### src/rtl/serial_subtractor_if.sv
// ============================================================================
//  Module      : serial_subtractor_if
//  Description : Operand/result handshake bundle for the bit-serial
//                subtractor. The slave modport is the subtractor side.
//  Revision    : 1.0  initial release
// ============================================================================
`default_nettype none

interface serial_subtractor_if #(
    parameter int WIDTH = 8
);
    // Operand channel
    logic             in_valid;
    logic             in_ready;
    logic [WIDTH-1:0] a;
    logic [WIDTH-1:0] b;
    logic             bin;

    // Result channel
    logic             out_valid;
    logic             out_ready;
    logic [WIDTH-1:0] diff;
    logic             bout;

    // Producer/consumer side
    modport master (
        output in_valid, a, b, bin, out_ready,
        input  in_ready, out_valid, diff, bout
    );

    // Subtractor side
    modport slave (
        input  in_valid, a, b, bin, out_ready,
        output in_ready, out_valid, diff, bout
    );
endinterface

`default_nettype wire

### src/rtl/serial_subtractor.sv
// ============================================================================
//  Module      : serial_subtractor
//  Description : Bit-serial WIDTH-bit subtractor, DIFF = A - B - BIN.
//                One full-subtractor cell plus a borrow flop, LSB first,
//                with valid/ready handshakes on operands and result.
//  Revision    : 1.0  initial release
// ============================================================================
`default_nettype none

module serial_subtractor #(
    parameter int WIDTH = 8
) (
    input  wire logic         clk,
    input  wire logic         rst_n,
    serial_subtractor_if.slave bus,
    output logic              busy
);

    localparam int              c_CW   = (WIDTH > 2) ? $clog2(WIDTH) : 1;
    localparam logic [c_CW-1:0] c_LAST = c_CW'(WIDTH - 1);

    localparam logic [1:0] c_IDLE = 2'd0;
    localparam logic [1:0] c_RUN  = 2'd1;
    localparam logic [1:0] c_DONE = 2'd2;

    logic [1:0]       r_state;
    logic [WIDTH-1:0] r_a;       // minuend, shifted right each RUN cycle
    logic [WIDTH-1:0] r_b;       // subtrahend, shifted right each RUN cycle
    logic [WIDTH-1:0] r_res;     // result bits enter from the MSB side
    logic             r_br;      // running borrow
    logic [c_CW-1:0]  r_cnt;     // bit index being processed
    logic [WIDTH-1:0] r_diff;    // published difference, held outside DONE entry
    logic             r_bout;    // published borrow out

    logic             w_d;
    logic             w_br_nxt;
    logic [WIDTH-1:0] w_res_nxt;
    logic             w_last;

    // Full-subtractor cell on the current LSBs and the running borrow
    assign w_d       = r_a[0] ^ r_b[0] ^ r_br;
    assign w_br_nxt  = (~r_a[0] & r_b[0]) | (~(r_a[0] ^ r_b[0]) & r_br);
    assign w_res_nxt = {w_d, r_res[WIDTH-1:1]};
    assign w_last    = (r_cnt == c_LAST);

    // Handshake outputs decode straight from the state so they are never
    // high together and follow the asynchronous reset immediately
    assign bus.in_ready  = (r_state == c_IDLE);
    assign bus.out_valid = (r_state == c_DONE);
    assign busy          = (r_state != c_IDLE);
    assign bus.diff      = r_diff;
    assign bus.bout      = r_bout;

    // Control FSM and serial datapath
    always_ff @(posedge clk or negedge rst_n) begin
        if (!rst_n) begin
            r_state <= c_IDLE;
            r_a     <= '0;
            r_b     <= '0;
            r_res   <= '0;
            r_br    <= 1'b0;
            r_cnt   <= '0;
            r_diff  <= '0;
            r_bout  <= 1'b0;
        end else begin
            case (r_state)
                c_IDLE: begin
                    if (bus.in_valid) begin
                        r_a     <= bus.a;
                        r_b     <= bus.b;
                        r_br    <= bus.bin;
                        r_cnt   <= '0;
                        r_state <= c_RUN;
                    end
                end
                c_RUN: begin
                    r_res <= w_res_nxt;
                    r_a   <= {1'b0, r_a[WIDTH-1:1]};
                    r_b   <= {1'b0, r_b[WIDTH-1:1]};
                    r_br  <= w_br_nxt;
                    r_cnt <= r_cnt + 1'b1;
                    if (w_last) begin
                        // The final bit is folded in here so the published
                        // result is complete on the edge entering DONE
                        r_diff  <= w_res_nxt;
                        r_bout  <= w_br_nxt;
                        r_state <= c_DONE;
                    end
                end
                c_DONE: begin
                    // New operands wait for IDLE; in_valid is ignored here
                    if (bus.out_ready) begin
                        r_state <= c_IDLE;
                    end
                end
                default: begin
                    r_state <= c_IDLE;
                end
            endcase
        end
    end

endmodule

`default_nettype wire
### src/flat_wrapper.sv
// flat-port wrapper written by rule: the top's interface ports become plain ports
module serial_subtractor_flat 
#(
    parameter int WIDTH = 8
)
  (clk, rst_n, busy, bus_in_valid, bus_a, bus_b, bus_bin, bus_out_ready, bus_in_ready, bus_out_valid, bus_diff, bus_bout);
  serial_subtractor_if #(.WIDTH(WIDTH)) bus_i ();
  input  wire logic clk;
  input  wire logic rst_n;
  output logic busy;
  input wire logic [$bits(bus_i.in_valid)-1:0] bus_in_valid;
  input wire logic [$bits(bus_i.a)-1:0] bus_a;
  input wire logic [$bits(bus_i.b)-1:0] bus_b;
  input wire logic [$bits(bus_i.bin)-1:0] bus_bin;
  input wire logic [$bits(bus_i.out_ready)-1:0] bus_out_ready;
  output wire logic [$bits(bus_i.in_ready)-1:0] bus_in_ready;
  output wire logic [$bits(bus_i.out_valid)-1:0] bus_out_valid;
  output wire logic [$bits(bus_i.diff)-1:0] bus_diff;
  output wire logic [$bits(bus_i.bout)-1:0] bus_bout;
  assign bus_i.in_valid = bus_in_valid;
  assign bus_i.a = bus_a;
  assign bus_i.b = bus_b;
  assign bus_i.bin = bus_bin;
  assign bus_i.out_ready = bus_out_ready;
  assign bus_in_ready = bus_i.in_ready;
  assign bus_out_valid = bus_i.out_valid;
  assign bus_diff = bus_i.diff;
  assign bus_bout = bus_i.bout;
  serial_subtractor #(.WIDTH(WIDTH)) u_core (.clk(clk), .rst_n(rst_n), .bus(bus_i), .busy(busy));
endmodule
### config.mk
export PLATFORM = sky130hd
export DESIGN_NAME = serial_subtractor_flat
export DESIGN_NICKNAME = d
export VERILOG_FILES = /design/src/rtl/serial_subtractor_if.sv /design/src/rtl/serial_subtractor.sv /design/src/flat_wrapper.sv
export SDC_FILE = /design/constraint.sdc
export NUM_CORES = 1
export LEC_CHECK = 0
export BUFFER_PORTS_ARGS = -buffer_cell sky130_fd_sc_hd__buf_2
export CAP_MARGIN = 20
export CORE_MARGIN = 3
export CORE_UTILIZATION = 40
export DETAILED_ROUTE_END_ITERATION = 6
export PLACE_DENSITY_LB_ADDON = 0.08
export SLEW_MARGIN = 20
export SYNTH_ARGS = -nofsm -noshare
export SYNTH_HDL_FRONTEND = slang
export SYNTH_SLANG_ARGS = --single-unit
### constraint.sdc
create_clock -name clk -period 2.27 [get_ports clk]
set_clock_uncertainty 0.1 [all_clocks]
set_input_delay 0.227 -clock clk [delete_from_list [all_inputs] [get_ports clk]]
set_output_delay 0.227 -clock clk [all_outputs]
set_load 0.02 [all_outputs]
Word level (Yosys, flattened, before mapping)
Cells that the tools add are included. Widths: inputs -> output; s select.

Logic and storage cells: 40. Bits of input ports: 21. Register bits after elaboration: 39.

$add $sub $neg: 1. Bitwise operators: 7. Reductions and logical operators: 6. Multiplexer cells: 12. Equality and inequality tests: 6.

Operators with widths (count): $pmux 8 s2 (2); $mux 8 (2); $mux 2 (3); $pmux 2 s3 (1); $pmux 3 s2 (1); $ne 2x2->1 const B (2); $reduce_and 2->1 (2); $reduce_bool 2->1 (2); $add 3x1->3 const B (1); $eq 3x3->1 const B (1); $mux 3 (1); $reduce_and 3->1 (1); $and 1x1->1 (2); $eq 2x1->1 const B (1); $eq 2x2->1 const B (1); $logic_not 2->1 (1); $ne 2x1->1 const B (1); $not 1->1 (2); $pmux 1 s2 (1); $xor 1x1->1 (2); $mux 1 (1); $or 1x1->1 (1).

Logic depth before layout (Yosys ltp)
Depth after elaboration: 5. Gate-level depth with buffers: 5.

Least setup slack after synthesis
OpenSTA, ideal clock, no wires.

Path type: register to register. Start: register u_core.r_cnt[0]. End: register u_core.r_diff[0] (netlist: u_core.bus.diff[0]). Data arrival time: 1.349 ns. Path slack: 0.696 ns. Library setup time: 0.125 ns. Cell stages (with the launch flop): 6. Data required time: 2.045 ns. Clock period less this slack: 1.574 ns. Path through: dfrtp_1 -> ha_1 -> ha_1 -> nand3b_1 -> buf_2 -> mux2_2.

Cells in the longest elaborated chain, start to end: 2.

RTL lines: start, declared (line serial_subtractor.sv:31) `logic [c_CW-1:0] r_cnt;`; start signal, assigned (line serial_subtractor.sv:81) `r_cnt <= r_cnt + 1'b1;`; $eq 3x3->1 (line serial_subtractor.sv:44) `assign w_last = (r_cnt == c_LAST);`; $reduce_and 2->1 (no source line); end signal, assigned (line serial_subtractor.sv:85) `r_diff <= w_res_nxt;`; end, declared (line serial_subtractor.sv:32) `logic [WIDTH-1:0] r_diff;`.

No other way between the ends. A chain may end at the register's enable or synchronous reset.

Worst setup path in the final report
Start: register u_core.r_state[0]. End: output bus_in_ready.

Cells in the longest elaborated chain, start to end: 1.

RTL lines: start, declared (line serial_subtractor.sv:26) `logic [1:0] r_state;`; start signal, assigned (line serial_subtractor.sv:57) `r_state <= c_IDLE;`; start signal, assigned (line serial_subtractor.sv:73) `r_state <= c_RUN;`; start signal, assigned (line serial_subtractor.sv:87) `r_state <= c_DONE;`; $logic_not 2->1 (line serial_subtractor.sv:48) `assign bus.in_ready = (r_state == c_IDLE);`; end, declared (line flat_wrapper.sv:16) `output wire logic [$bits(bus_i.in_ready)-1:0] bus_in_ready;`.

No other way between the ends.

==> impl_results.md <==
- Initial DRC Count: 120
- Critical Path RT: 1.94 ns
- First-pass GRT wire length: 5920 um
- Vias/cell: 5.34
- CTS tree: done
- Vias in the first global route: 1,250
- Pleak: 0.935 nW
- Nets: 192
- Routed wire length: 3410 um
- Min-Delay Startpoint: bus_out_ready
- Global routing met2 resource utilization: 22.8%
- Hold Path End: u_core.r_state[1]
- Class of the worst hold path: in2reg
- Post-CTS Setup Bufs: 0
- RSZ-0062 raised after global routing: no
- DP Area: 1930 um^2
- Final setup viols: 0
- Total inserted antenna cells: 0
- Routed via count: 1,165
- Leading area contributor after synthesis: dfrtp_1
- GR Util met1: 19.1%
- Synth top area share: 54.1%
- Die height: 72.3 um
- GR Overflow Total: 0
- Maximum net fanout on the critical path: 20
- Post-route DRC: 0
- Post-synth top cells: dfrtp_1, mux2_2, inv_1
- Hold_ws: 0.0388 ns
- Hold path depth: 2
- Syn avg cell area: 12.8 um^2
- Fin crit period: 1.87 ns
- Outcome: completed
- Ys async rst share: 100%
- Clock Sinks: 38
- CTS H-tree lvls: 2
- Port Buf Inserts: 32
- Row count: 23
- Worst slew pin tran: 0.815 ns
- Largest net degree at the start of global routing: 39
- Layout Cells excl Fill: 218
- Die Footprint: 5230 um^2
- Post-Layout Inst Area: 2010 um^2
- WL per Instance: 15.6 um
- Fin crit share: 82.5%
- CTS root buf: clkbuf_8
- Core ar.: 4120 um^2
- P per Cell Area: 1380 nW/um^2
- Syn Inst Count: 137
- Fraction of layout cells with a size suffix above 1: 36.9%
- Dpl hpwl: 2290 um
- Tot GR Track Use: 14.6%
- Library cells used by synthesis: 27
- Syn_nets: 161
- Gr busiest metal: met2
- Initial antenna violation count: 0
- RR Startpoint: u_core.r_cnt[0]
- Final hold vios: 0
- Largest cells by area after synthesis: dfrtp_1, mux2_2, nor4b_1, a211oi_1, nor3b_1
- Slew headroom: 45.7%
- F_max: 534 MHz
- CTS Buf Count: 5
- EDFF count, synth: 0
- Maximum vdd ir drop: 0.497 mV
- Crit end category: output port
- Placed Cells: 210
- Gp weighted congestion: 0.757
- Die width: 72.3 um
- Pins Over Slew Limit: 0
- Clock transition at path regs: 0.07 ns
- Area grow syn2layout: 14.6%
- Netlist Area Pre-Place: 1760 um^2
- Crit Path Category: reg2out
- Total negative slack: 0 ns
- Count leader, synth: dfrtp_1
- #FFs+latches synth: 38
- Max-cap violations: 0
- Met3 usage: 3.46%
- Worst reg-to-reg setup slack: 0.51 ns
- Top Ports: 33
- Reg-to-Reg End: u_core.bus.diff[7]
- Worst Setup Start Kind: flip-flop
- Worst-Skew Late Latency: 0.28 ns
- Post-synthesis sequential area ratio: 54.1%
- Clock buffer depth: 2
- Top FF cell, synth: dfrtp_1
- Initial Utilization: 42.7%
- Reg2reg path depth: 4
- 1st-pass router iterations: 5
- Synth warn: 0
- Final ANT Viol Nets: 0
- Arr. time, crit path: 1.55 ns
==> power by group <==
group	leakage, nW	switching (mW)	internal [mW]
clock network	0.0383	0.214	0.211
logic	0.444	0.591	0.572
registers	0.452	0.191	1.01
==> critical path: stages, from the launching register on <==
cell,delay (ns)
dfrtp_1,0.48
buf_4,0.26
nor2_2,0.28
buf_2,0.23
==> final cells by class <==
cell class | instances | area (um^2)
sequential | 38 | 951
tap | 50 | 62.6
clock buffer | 7 | 76.3
multi-input combinational | 73 | 679
fill | 394 | 2100
inverter | 14 | 52.6
timing repair buffer | 36 | 193
==> metrics by stage <==
step	setup WS [ns]	utilization (%)	power, mW
floorplan	0.696	-	2.08
global placement	0.524	46.9	2.33
CTS	0.389	49.0	2.82
finish	0.398	49.0	2.78
detailed placement	0.494	46.9	2.38
global route	0.296	49.0	2.99
==> cells by family after synthesis <==
logic type / Yosys count / synth area share (%)
multiplexers: 17 / 10.7
flip-flops: 38 / 54.1
AND/OR/NAND/NOR: 30 / 13.3
adder cells (fa/ha/maj): 3 / 2.56
AO/OA/AOI/OAI: 23 / 12.0
buffers and inverters: 26 / 7.26
==> flip-flops by register name, summed over array words and instances, names as in the netlist <==
name	cells
u_core.bus.diff	8
u_core.r_br	1
u_core.bus.bout	1
u_core.r_cnt	3
u_core.r_res	7
u_core.r_b	8
u_core.r_a	8
u_core.r_state	2
==> metal layers <==
metal  vias up  part of all wire (%)
li1        555                     -
met5         -                     0
met2        26                    46
met4         0                   1.5
met1       577                    46
met3         7                   5.7
==> how the worst max path moves through the flow <==
stage | slack (ns) | start | end | cells after the start
after detailed placement | 0.49 | u_core.r_cnt[0] | u_core.bus.diff[1] | 4
final | 0.40 | u_core.r_state[0] | bus_in_ready | 3
after global routing | 0.30 | u_core.r_state[0] | busy | 4
after global placement | 0.52 | u_core.r_cnt[0] | u_core.bus.diff[7] | 4
after CTS | 0.39 | u_core.r_state[1] | bus_in_ready | 3
after floorplan | 0.70 | u_core.r_cnt[0] | u_core.bus.diff[0] | 5
==> placed cells by master (no fill, tap or decap), drive strengths merged, types with 2 or more instances in the layout <==
cell type / Yosys / layout
buf: 9 / 35
nor2b: 4 / 4
clkbuf: 3 / 7
mux2i: 2 / 2
a211oi: 8 / 8
a22o: 2 / 2
dfrtp: 38 / 38
or4b: 4 / 4
a222oi: 3 / 3
nor3b: 8 / 8
ha: 2 / 2
o221a: 4 / 4
inv: 14 / 14
nand2b: 4 / 4
mux2: 15 / 15
nor4b: 8 / 8
a32o: 2 / 2
==> repair_timing <==
item / CTS / global route
hold buffers: 1 / 0
hold endpoints to repair: 38 / 0
gates resized for setup: 0 / 0
(Power assumes the default switching activity.)
